### src/rtl/regfile_pkg.sv
// Shared constants, operand-size encoding and byte-select helper for the register read port.
package regfile_pkg;

  localparam int unsigned REG_W     = 16;
  localparam int unsigned BUF_DEPTH = 2;
  localparam int unsigned PTR_W     = $clog2(BUF_DEPTH);
  localparam int unsigned CNT_W     = $clog2(BUF_DEPTH + 1);

  typedef enum logic {
    SIZE_BYTE = 1'b0,
    SIZE_WORD = 1'b1
  } size_e;

  // Byte results are zero-extended into the low byte.
  function automatic logic [REG_W-1:0] byte_select(input logic [REG_W-1:0] word,
                                                   input size_e             size,
                                                   input logic              high);
    if (size == SIZE_WORD) begin
      return word;
    end
    return {8'h00, high ? word[15:8] : word[7:0]};
  endfunction

endpackage

### src/rtl/register_read_port_if.sv
// Request/response bundle of the register read port: read request handshake plus operand output.
interface register_read_port_if
  import regfile_pkg::*;
#(
  parameter int unsigned NUM_REGISTERS = 8,
  parameter int unsigned TAG_W         = 4
);

  localparam int unsigned ID_W = $clog2(NUM_REGISTERS);

  logic             rd_valid;
  logic             rd_ready;
  logic [ID_W-1:0]  rd_id;
  logic             rd_size;
  logic             rd_high;
  logic [TAG_W-1:0] rd_tag;

  logic             out_valid;
  logic             out_ready;
  logic [REG_W-1:0] out_data;
  logic [TAG_W-1:0] out_tag;

  modport master (
    output rd_valid, rd_id, rd_size, rd_high, rd_tag, out_ready,
    input  rd_ready, out_valid, out_data, out_tag
  );

  modport slave (
    input  rd_valid, rd_id, rd_size, rd_high, rd_tag, out_ready,
    output rd_ready, out_valid, out_data, out_tag
  );

endinterface

### src/rtl/reg_forward_mux.sv
// Post-edge register value for one id: file contents overridden by the two write ports
// (primary wins), then byte selection. Out-of-range ids read as zero.
module reg_forward_mux
  import regfile_pkg::*;
#(
  parameter int unsigned NUM_REGISTERS = 8,
  localparam int unsigned ID_W         = $clog2(NUM_REGISTERS)
) (
  input  logic [REG_W-1:0] registers [NUM_REGISTERS],
  input  logic             we,
  input  logic [ID_W-1:0]  write_id,
  input  logic [REG_W-1:0] write_data,
  input  logic             we_secondary,
  input  logic [ID_W-1:0]  write_id_secondary,
  input  logic [REG_W-1:0] write_data_secondary,
  input  logic [ID_W-1:0]  id,
  input  size_e            size,
  input  logic             high,
  output logic [REG_W-1:0] value
);

  logic             in_range;
  logic [REG_W-1:0] word;

  if ((1 << ID_W) == NUM_REGISTERS) begin : g_full_range
    assign in_range = 1'b1;
  end else begin : g_part_range
    assign in_range = (32'(id) < NUM_REGISTERS);
  end

  always_comb begin
    word = '0;
    if (in_range) begin
      word = registers[id];
      if (we_secondary && (write_id_secondary == id)) begin
        word = write_data_secondary;
      end
      if (we && (write_id == id)) begin
        word = write_data;
      end
    end
    value = byte_select(word, size, high);
  end

endmodule

### src/rtl/register_read_port.sv
// Buffered register read port: captures forwarded operands into a 2-entry FIFO.
// Define REG_READ_SNOOP_UPDATE_EN to keep buffered entries refreshed by later writes.
module register_read_port
  import regfile_pkg::*;
#(
  parameter int unsigned NUM_REGISTERS = 8,
  parameter int unsigned TAG_W         = 4,
  localparam int unsigned ID_W         = $clog2(NUM_REGISTERS)
) (
  input  logic                 clk,
  input  logic                 reset_n,
  input  logic [REG_W-1:0]     registers [NUM_REGISTERS],
  input  logic                 we,
  input  logic [ID_W-1:0]      write_id,
  input  logic [REG_W-1:0]     write_data,
  input  logic                 we_secondary,
  input  logic [ID_W-1:0]      write_id_secondary,
  input  logic [REG_W-1:0]     write_data_secondary,
  register_read_port_if.slave  bus
);

  logic [PTR_W-1:0] head_q, head_d, tail_q, tail_d;
  logic [CNT_W-1:0] count_q, count_d;
  logic [REG_W-1:0] data_q [BUF_DEPTH];
  logic [REG_W-1:0] data_d [BUF_DEPTH];
  logic [TAG_W-1:0] tag_q  [BUF_DEPTH];
  logic [TAG_W-1:0] tag_d  [BUF_DEPTH];

  logic             accept;
  logic             dequeue;
  logic [REG_W-1:0] cap_value;

  // Handshake status depends on registered occupancy only.
  assign bus.rd_ready  = (count_q != CNT_W'(BUF_DEPTH));
  assign bus.out_valid = (count_q != '0);
  assign bus.out_data  = data_q[head_q];
  assign bus.out_tag   = tag_q[head_q];

  assign accept  = bus.rd_valid && bus.rd_ready;
  assign dequeue = bus.out_valid && bus.out_ready;

  reg_forward_mux #(
    .NUM_REGISTERS (NUM_REGISTERS)
  ) u_capture_mux (
    .registers            (registers),
    .we                   (we),
    .write_id             (write_id),
    .write_data           (write_data),
    .we_secondary         (we_secondary),
    .write_id_secondary   (write_id_secondary),
    .write_data_secondary (write_data_secondary),
    .id                   (bus.rd_id),
    .size                 (size_e'(bus.rd_size)),
    .high                 (bus.rd_high),
    .value                (cap_value)
  );

`ifdef REG_READ_SNOOP_UPDATE_EN
  logic [ID_W-1:0]      id_q   [BUF_DEPTH];
  logic [ID_W-1:0]      id_d   [BUF_DEPTH];
  size_e                size_q [BUF_DEPTH];
  size_e                size_d [BUF_DEPTH];
  logic                 high_q [BUF_DEPTH];
  logic                 high_d [BUF_DEPTH];
  logic [REG_W-1:0]     upd_value [BUF_DEPTH];
  logic [BUF_DEPTH-1:0] upd_en;

  for (genvar g = 0; g < BUF_DEPTH; g++) begin : g_snoop
    logic live;
    logic hit;

    reg_forward_mux #(
      .NUM_REGISTERS (NUM_REGISTERS)
    ) u_update_mux (
      .registers            (registers),
      .we                   (we),
      .write_id             (write_id),
      .write_data           (write_data),
      .we_secondary         (we_secondary),
      .write_id_secondary   (write_id_secondary),
      .write_data_secondary (write_data_secondary),
      .id                   (id_q[g]),
      .size                 (size_q[g]),
      .high                 (high_q[g]),
      .value                (upd_value[g])
    );

    assign live = (count_q == CNT_W'(BUF_DEPTH)) ||
                  ((count_q != '0) && (head_q == PTR_W'(g)));
    assign hit  = (we && (write_id == id_q[g])) ||
                  (we_secondary && (write_id_secondary == id_q[g]));
    assign upd_en[g] = live && hit && !(dequeue && (head_q == PTR_W'(g)));
  end
`endif

  always_comb begin
    head_d  = head_q;
    tail_d  = tail_q;
    count_d = count_q;
    data_d  = data_q;
    tag_d   = tag_q;
`ifdef REG_READ_SNOOP_UPDATE_EN
    id_d    = id_q;
    size_d  = size_q;
    high_d  = high_q;
    for (int i = 0; i < BUF_DEPTH; i++) begin
      if (upd_en[i]) begin
        data_d[i] = upd_value[i];
      end
    end
`endif

    // A fresh capture overrides any refresh of the tail slot.
    if (accept) begin
      data_d[tail_q] = cap_value;
      tag_d[tail_q]  = bus.rd_tag;
`ifdef REG_READ_SNOOP_UPDATE_EN
      id_d[tail_q]   = bus.rd_id;
      size_d[tail_q] = size_e'(bus.rd_size);
      high_d[tail_q] = bus.rd_high;
`endif
      tail_d = tail_q + PTR_W'(1);
    end

    if (dequeue) begin
      head_d = head_q + PTR_W'(1);
    end

    case ({accept, dequeue})
      2'b10:   count_d = count_q + CNT_W'(1);
      2'b01:   count_d = count_q - CNT_W'(1);
      default: count_d = count_q;
    endcase
  end

  always_ff @(posedge clk or negedge reset_n) begin
    if (!reset_n) begin
      head_q  <= '0;
      tail_q  <= '0;
      count_q <= '0;
      for (int i = 0; i < BUF_DEPTH; i++) begin
        data_q[i] <= '0;
        tag_q[i]  <= '0;
`ifdef REG_READ_SNOOP_UPDATE_EN
        id_q[i]   <= '0;
        size_q[i] <= SIZE_BYTE;
        high_q[i] <= 1'b0;
`endif
      end
    end else begin
      head_q  <= head_d;
      tail_q  <= tail_d;
      count_q <= count_d;
      data_q  <= data_d;
      tag_q   <= tag_d;
`ifdef REG_READ_SNOOP_UPDATE_EN
      id_q    <= id_d;
      size_q  <= size_d;
      high_q  <= high_d;
`endif
    end
  end

endmodule

### src/flat_wrapper.sv
// flat-port wrapper written by rule: the top's interface ports become plain ports
module register_read_port_flat import regfile_pkg::*;
#(
  parameter int unsigned NUM_REGISTERS = 8,
  parameter int unsigned TAG_W         = 4,
  localparam int unsigned ID_W         = $clog2(NUM_REGISTERS)
)
  (clk, reset_n, registers, we, write_id, write_data, we_secondary, write_id_secondary, write_data_secondary, bus_rd_valid, bus_rd_id, bus_rd_size, bus_rd_high, bus_rd_tag, bus_out_ready, bus_rd_ready, bus_out_valid, bus_out_data, bus_out_tag);
  register_read_port_if #(.NUM_REGISTERS(NUM_REGISTERS), .TAG_W(TAG_W)) bus_i ();
  input  logic clk;
  input  logic reset_n;
  input  logic [REG_W-1:0] registers[NUM_REGISTERS];
  input  logic we;
  input  logic [ID_W-1:0] write_id;
  input  logic [REG_W-1:0] write_data;
  input  logic we_secondary;
  input  logic [ID_W-1:0] write_id_secondary;
  input  logic [REG_W-1:0] write_data_secondary;
  input wire logic [$bits(bus_i.rd_valid)-1:0] bus_rd_valid;
  input wire logic [$bits(bus_i.rd_id)-1:0] bus_rd_id;
  input wire logic [$bits(bus_i.rd_size)-1:0] bus_rd_size;
  input wire logic [$bits(bus_i.rd_high)-1:0] bus_rd_high;
  input wire logic [$bits(bus_i.rd_tag)-1:0] bus_rd_tag;
  input wire logic [$bits(bus_i.out_ready)-1:0] bus_out_ready;
  output wire logic [$bits(bus_i.rd_ready)-1:0] bus_rd_ready;
  output wire logic [$bits(bus_i.out_valid)-1:0] bus_out_valid;
  output wire logic [$bits(bus_i.out_data)-1:0] bus_out_data;
  output wire logic [$bits(bus_i.out_tag)-1:0] bus_out_tag;
  assign bus_i.rd_valid = bus_rd_valid;
  assign bus_i.rd_id = bus_rd_id;
  assign bus_i.rd_size = bus_rd_size;
  assign bus_i.rd_high = bus_rd_high;
  assign bus_i.rd_tag = bus_rd_tag;
  assign bus_i.out_ready = bus_out_ready;
  assign bus_rd_ready = bus_i.rd_ready;
  assign bus_out_valid = bus_i.out_valid;
  assign bus_out_data = bus_i.out_data;
  assign bus_out_tag = bus_i.out_tag;
  register_read_port #(.NUM_REGISTERS(NUM_REGISTERS), .TAG_W(TAG_W)) u_core (.clk(clk), .reset_n(reset_n), .registers(registers), .we(we), .write_id(write_id), .write_data(write_data), .we_secondary(we_secondary), .write_id_secondary(write_id_secondary), .write_data_secondary(write_data_secondary), .bus(bus_i));
endmodule
### config.mk
export PLATFORM = sky130hd
export DESIGN_NAME = register_read_port_flat
export DESIGN_NICKNAME = d
export VERILOG_FILES = /design/src/rtl/regfile_pkg.sv /design/src/rtl/register_read_port_if.sv /design/src/rtl/reg_forward_mux.sv /design/src/rtl/register_read_port.sv /design/src/flat_wrapper.sv
export SDC_FILE = /design/constraint.sdc
export NUM_CORES = 1
export LEC_CHECK = 0
export CORE_MARGIN = 2
export CORE_UTILIZATION = 40
export CTS_CLUSTER_SIZE = 12
export DETAILED_ROUTE_END_ITERATION = 8
export GPL_ROUTABILITY_DRIVEN = 0
export PLACE_DENSITY = 0.82
export SETUP_SLACK_MARGIN = 0.3
export SLEW_MARGIN = 10
export SYNTH_ARGS = -nofsm -noshare
export SYNTH_HDL_FRONTEND = slang
export SYNTH_HIERARCHICAL = 1
export SYNTH_SLANG_ARGS = --single-unit
### constraint.sdc
create_clock -name clk -period 2.1 [get_ports clk]
set_input_delay 0.42 -clock clk [delete_from_list [all_inputs] [get_ports clk]]
set_output_delay 0.42 -clock clk [all_outputs]
set_load 0.02 [all_outputs]
==> results by group <==
Run status
  – Outcome: finished clean

Route
  – Vias: 3293
  – Via-to-Cell Ratio: 5.56
  – Routed wire length: 12.6 mm
  – DRC viols: 0
  – DRT antenna net count: 0
  – Drt pass-1 iters: 4
  – Routed WL per cell: 21.2 microns
  – First DRT Iteration DRCs: ~160

Synthesis
  – Sequential element share of the synthesized area: between 20% and 30%
  – Combinational family with the most area after synthesis: multiplexers
  – Syn Nets: 445
  – Fraction of synthesized area in multiplexers: 46.4%
  – Yosys cell types: 32
  – Post-synth top area share: between 20 and 30%
  – Synth Area in Compound Gates: 8.79%
  – Synth area leader: dfrtp_1
  – Syn Std Cell Area: approximately 3700 sq um
  – Count leader, synth: dfrtp_1
  – Ys async rst share: 100%
  – EDFF count, synth: 0
  – Synth area leaders: dfrtp_1, mux4_2, mux2_4
  – Post-synth top cells: dfrtp_1, mux2_4, mux4_2
  – Synth Warn #: 6
  – Post-synthesis simple-gate area fraction: under 10%
  – XOR/XNOR share of the synthesized area: 3.11%
  – Synthesized area per cell: 14.1 sq um
  – Adder-Cell Fraction of Synth Area: 0.338%
  – Synth Register Bits: 44
  – Cell count after synthesis: 263
  – Ys flop type: dfrtp_1

Clock tree
  – CTS Sinks: 44
  – CTS tree: yes
  – CTS clock-pin slew for the worst setup and hold paths: roughly 80 ps
  – Clock root buffer: clkbuf_8
  – Num CTS Buffers: 5
  – CTS Buffer Depth: 2
  – H-tree depth: 2
  – Hold Buf Count CTS: 0
  – Later-pin clock latency in the skew report: 290 ps

STA
  – Final-report setup violation count: 0
  – Period utilisation layout: 89.3%
  – Hold Violations, Final: 0
  – Max Fclk: 0.533 GHz
  – Max Clock Skew: 5.30 ps
  – Measured slew at the worst slew-check pin: 538 ps
  – Final Critical Period: 1880 ps
  – Slew HR: 64.1%
  – Unrepaired setup endpoints after global routing: yes
  – Worst Hold Slack: 200 ps
  – Slew Limit Fails: 0

Worst setup path
  – Worst R2R End: u_core/count_q[1]
  – CP Cell Sequence: buf_6 > buf_12 > mux2_4 > buf_6
  – Worst path required time: 1680 ps
  – Reg2reg path depth: 5
  – Reg-to-reg slack, setup: 530 ps
  – CP Max Fanout: 4
  – Critical Path Most Common Cell: buf_6
  – Startpoint types: flop
  – Kind of critical path: reg -> out
  – Critical Path End: bus_out_data[10]
  – Critical Path Max Stage Delay: around 460 ps
  – CP Launch Point: u_core/head_q
  – Worst Setup End Kind: output pin
  – CP max-delay cell: dfrtp_2
  – CP arrival: 1460 ps
  – R2r startpoint: u_core/count_q[0]

Pwr
  – Sw Pwr: 1950 uW
  – Reg power frac: 26.5%
  – Leak: 0.00298 uW
  – Clock power share: 10.4%
  – Logic pwr share: 63.1%
  – PD cells: between 900 and 1000 nW/um^2
  – Design Power: between 5000 and 6000 uW
  – Switching share of total power: 33.6%
  – Worst VDD drop: about 0.0005 V
  – P_int: 3850 uW

Floorplan
  – Starting Density: approximately two fifths
  – Die X-Extent: 100 microns
  – # IOs: between 200 and 250
  – Placeable Area: 9110 sq um
  – Rows: 35
  – Die Y: 100 microns
  – Die area: between 10000 and 15000 sq um

Global routing
  – Largest net degree at the start of global routing: between 40 and 50
  – First-pass GRT wire length: between 15 and 20 mm
  – Initial antenna violation count: 0
  – GRT overflow: 0
  – Vias in the first global route: 3654
  – Gr usage total: 24.2%

Placed design
  – DP HPWL: 9.70 mm
  – IO Port Bufs: 202

Final layout
  – P&R area growth vs syn: 73.5%
  – Layout cells sized above 1: 40.1%
  – Nets: 664
  – Ant diodes: 0

Min path
  – HP Class: in -> async

Job
  – Max_cap viols: 0
==> area by class of cell <==
type                            instances  area (sq um)
Timing Repair Buffer                  236          2470
Clock inverter                          1          30.0
Tap cell                              111           139
Sequential cell                        44          1100
Clock buffer                            5          68.8
Fill cell                             648          2690
Multi-Input combinational cell        195          2610
==> worst max-delay path: cells and delay by family (launching register included) <==
| family | cells | cell delay, ps |
|---|---|---|
| buffers and inverters | 3 | 400 |
| muxes | 1 | 300 |
| DFF | 1 | 460 |
==> timing repair <==
item                                    in CTS  in global routing
pin swaps                                   38                 22
cloned                                       4                  1
endpoints found under the setup margin      54                 50
gates resized for setup                    199                105
buffers inserted                             8                  1
==> through the flow <==
stage               worst slack, ps  TNS, ps  instances  area, sq um  util, %
floorplan                       170        0        263         3730        -
global placement               -386    -9500        572         5870     64.4
detailed placement             -405   -11110        572         5870     64.4
CTS                             153        0        590         6170     67.8
global route                    185        0        592         6420     70.5
finish                          225        0        592         6420     70.5
==> registers in the layout, indices dropped and copies added, names as in the netlist <==
name	count
u_core/count_q	2
u_core/tail_q	1
u_core/data_q	32
u_core/tag_q	8
u_core/head_q	1
==> worst min-delay path by stage <==
stage                     from                end  slack (ps)  cells past startpoint
5_1_grt                reset_n   u_core/data_q[7]         240                      2
3_5_place_dp   u_core/tag_q[0]    u_core/tag_q[0]         490                      1
2_1_floorplan          reset_n  u_core/count_q[0]         120                      0
3_3_place_gp     u_core/tail_q      u_core/tail_q         480                      1
4_1_cts                reset_n  u_core/data_q[15]         210                      2
6_report               reset_n  u_core/data_q[15]         200                      2
==> routing by layer <==
layer  global-route usage (%)  vias up  routed length [microns]
li1                         -     1464                        -
met4                     8.64        0                      480
met5                        0        -                        0
met2                     44.5      148                     6820
met3                     3.62       34                      615
met1                     28.4     1647                     4640
==> cell families after synthesis <==
group | after synthesis
AOI/OAI and AO/OA | 40
xor gates and xnor gates | 11
adders and majority gates | 1
buffers and inverters | 24
DFF | 44
muxes | 108
and+or+nand+nor | 35
==> layout by cell type (no fill, tap or decap), types with 3 or more instances in the layout <==
cell type	instances
a32oi_2	7
a21oi_1	8
a21boi_2	8
dlygate4sd2_1	94
mux2i_1	14
buf_6	23
o211ai_1	9
dfrtp_1	43
o211ai_4	6
dlymetal6s2s_1	19
mux4_2	32
clkdlybuf4s50_1	64
xnor2_2	4
mux2_2	4
buf_16	3
buf_4	11
clkbuf_8	5
buf_12	11
mux2_4	56
nand2_1	25
buf_2	4
xnor2_1	3
==> power groups by stage <==
stage               combinational [uW]  clock [uW]  sequential (uW)
finish                            3650         604             1540
global placement                  3250           0             1480
global route                      3840         641             1590
detailed placement                3300           0             1500
CTS                               3230         614             1500
floorplan                         2170           0             1420
Power figures use the tool's default switching activity.
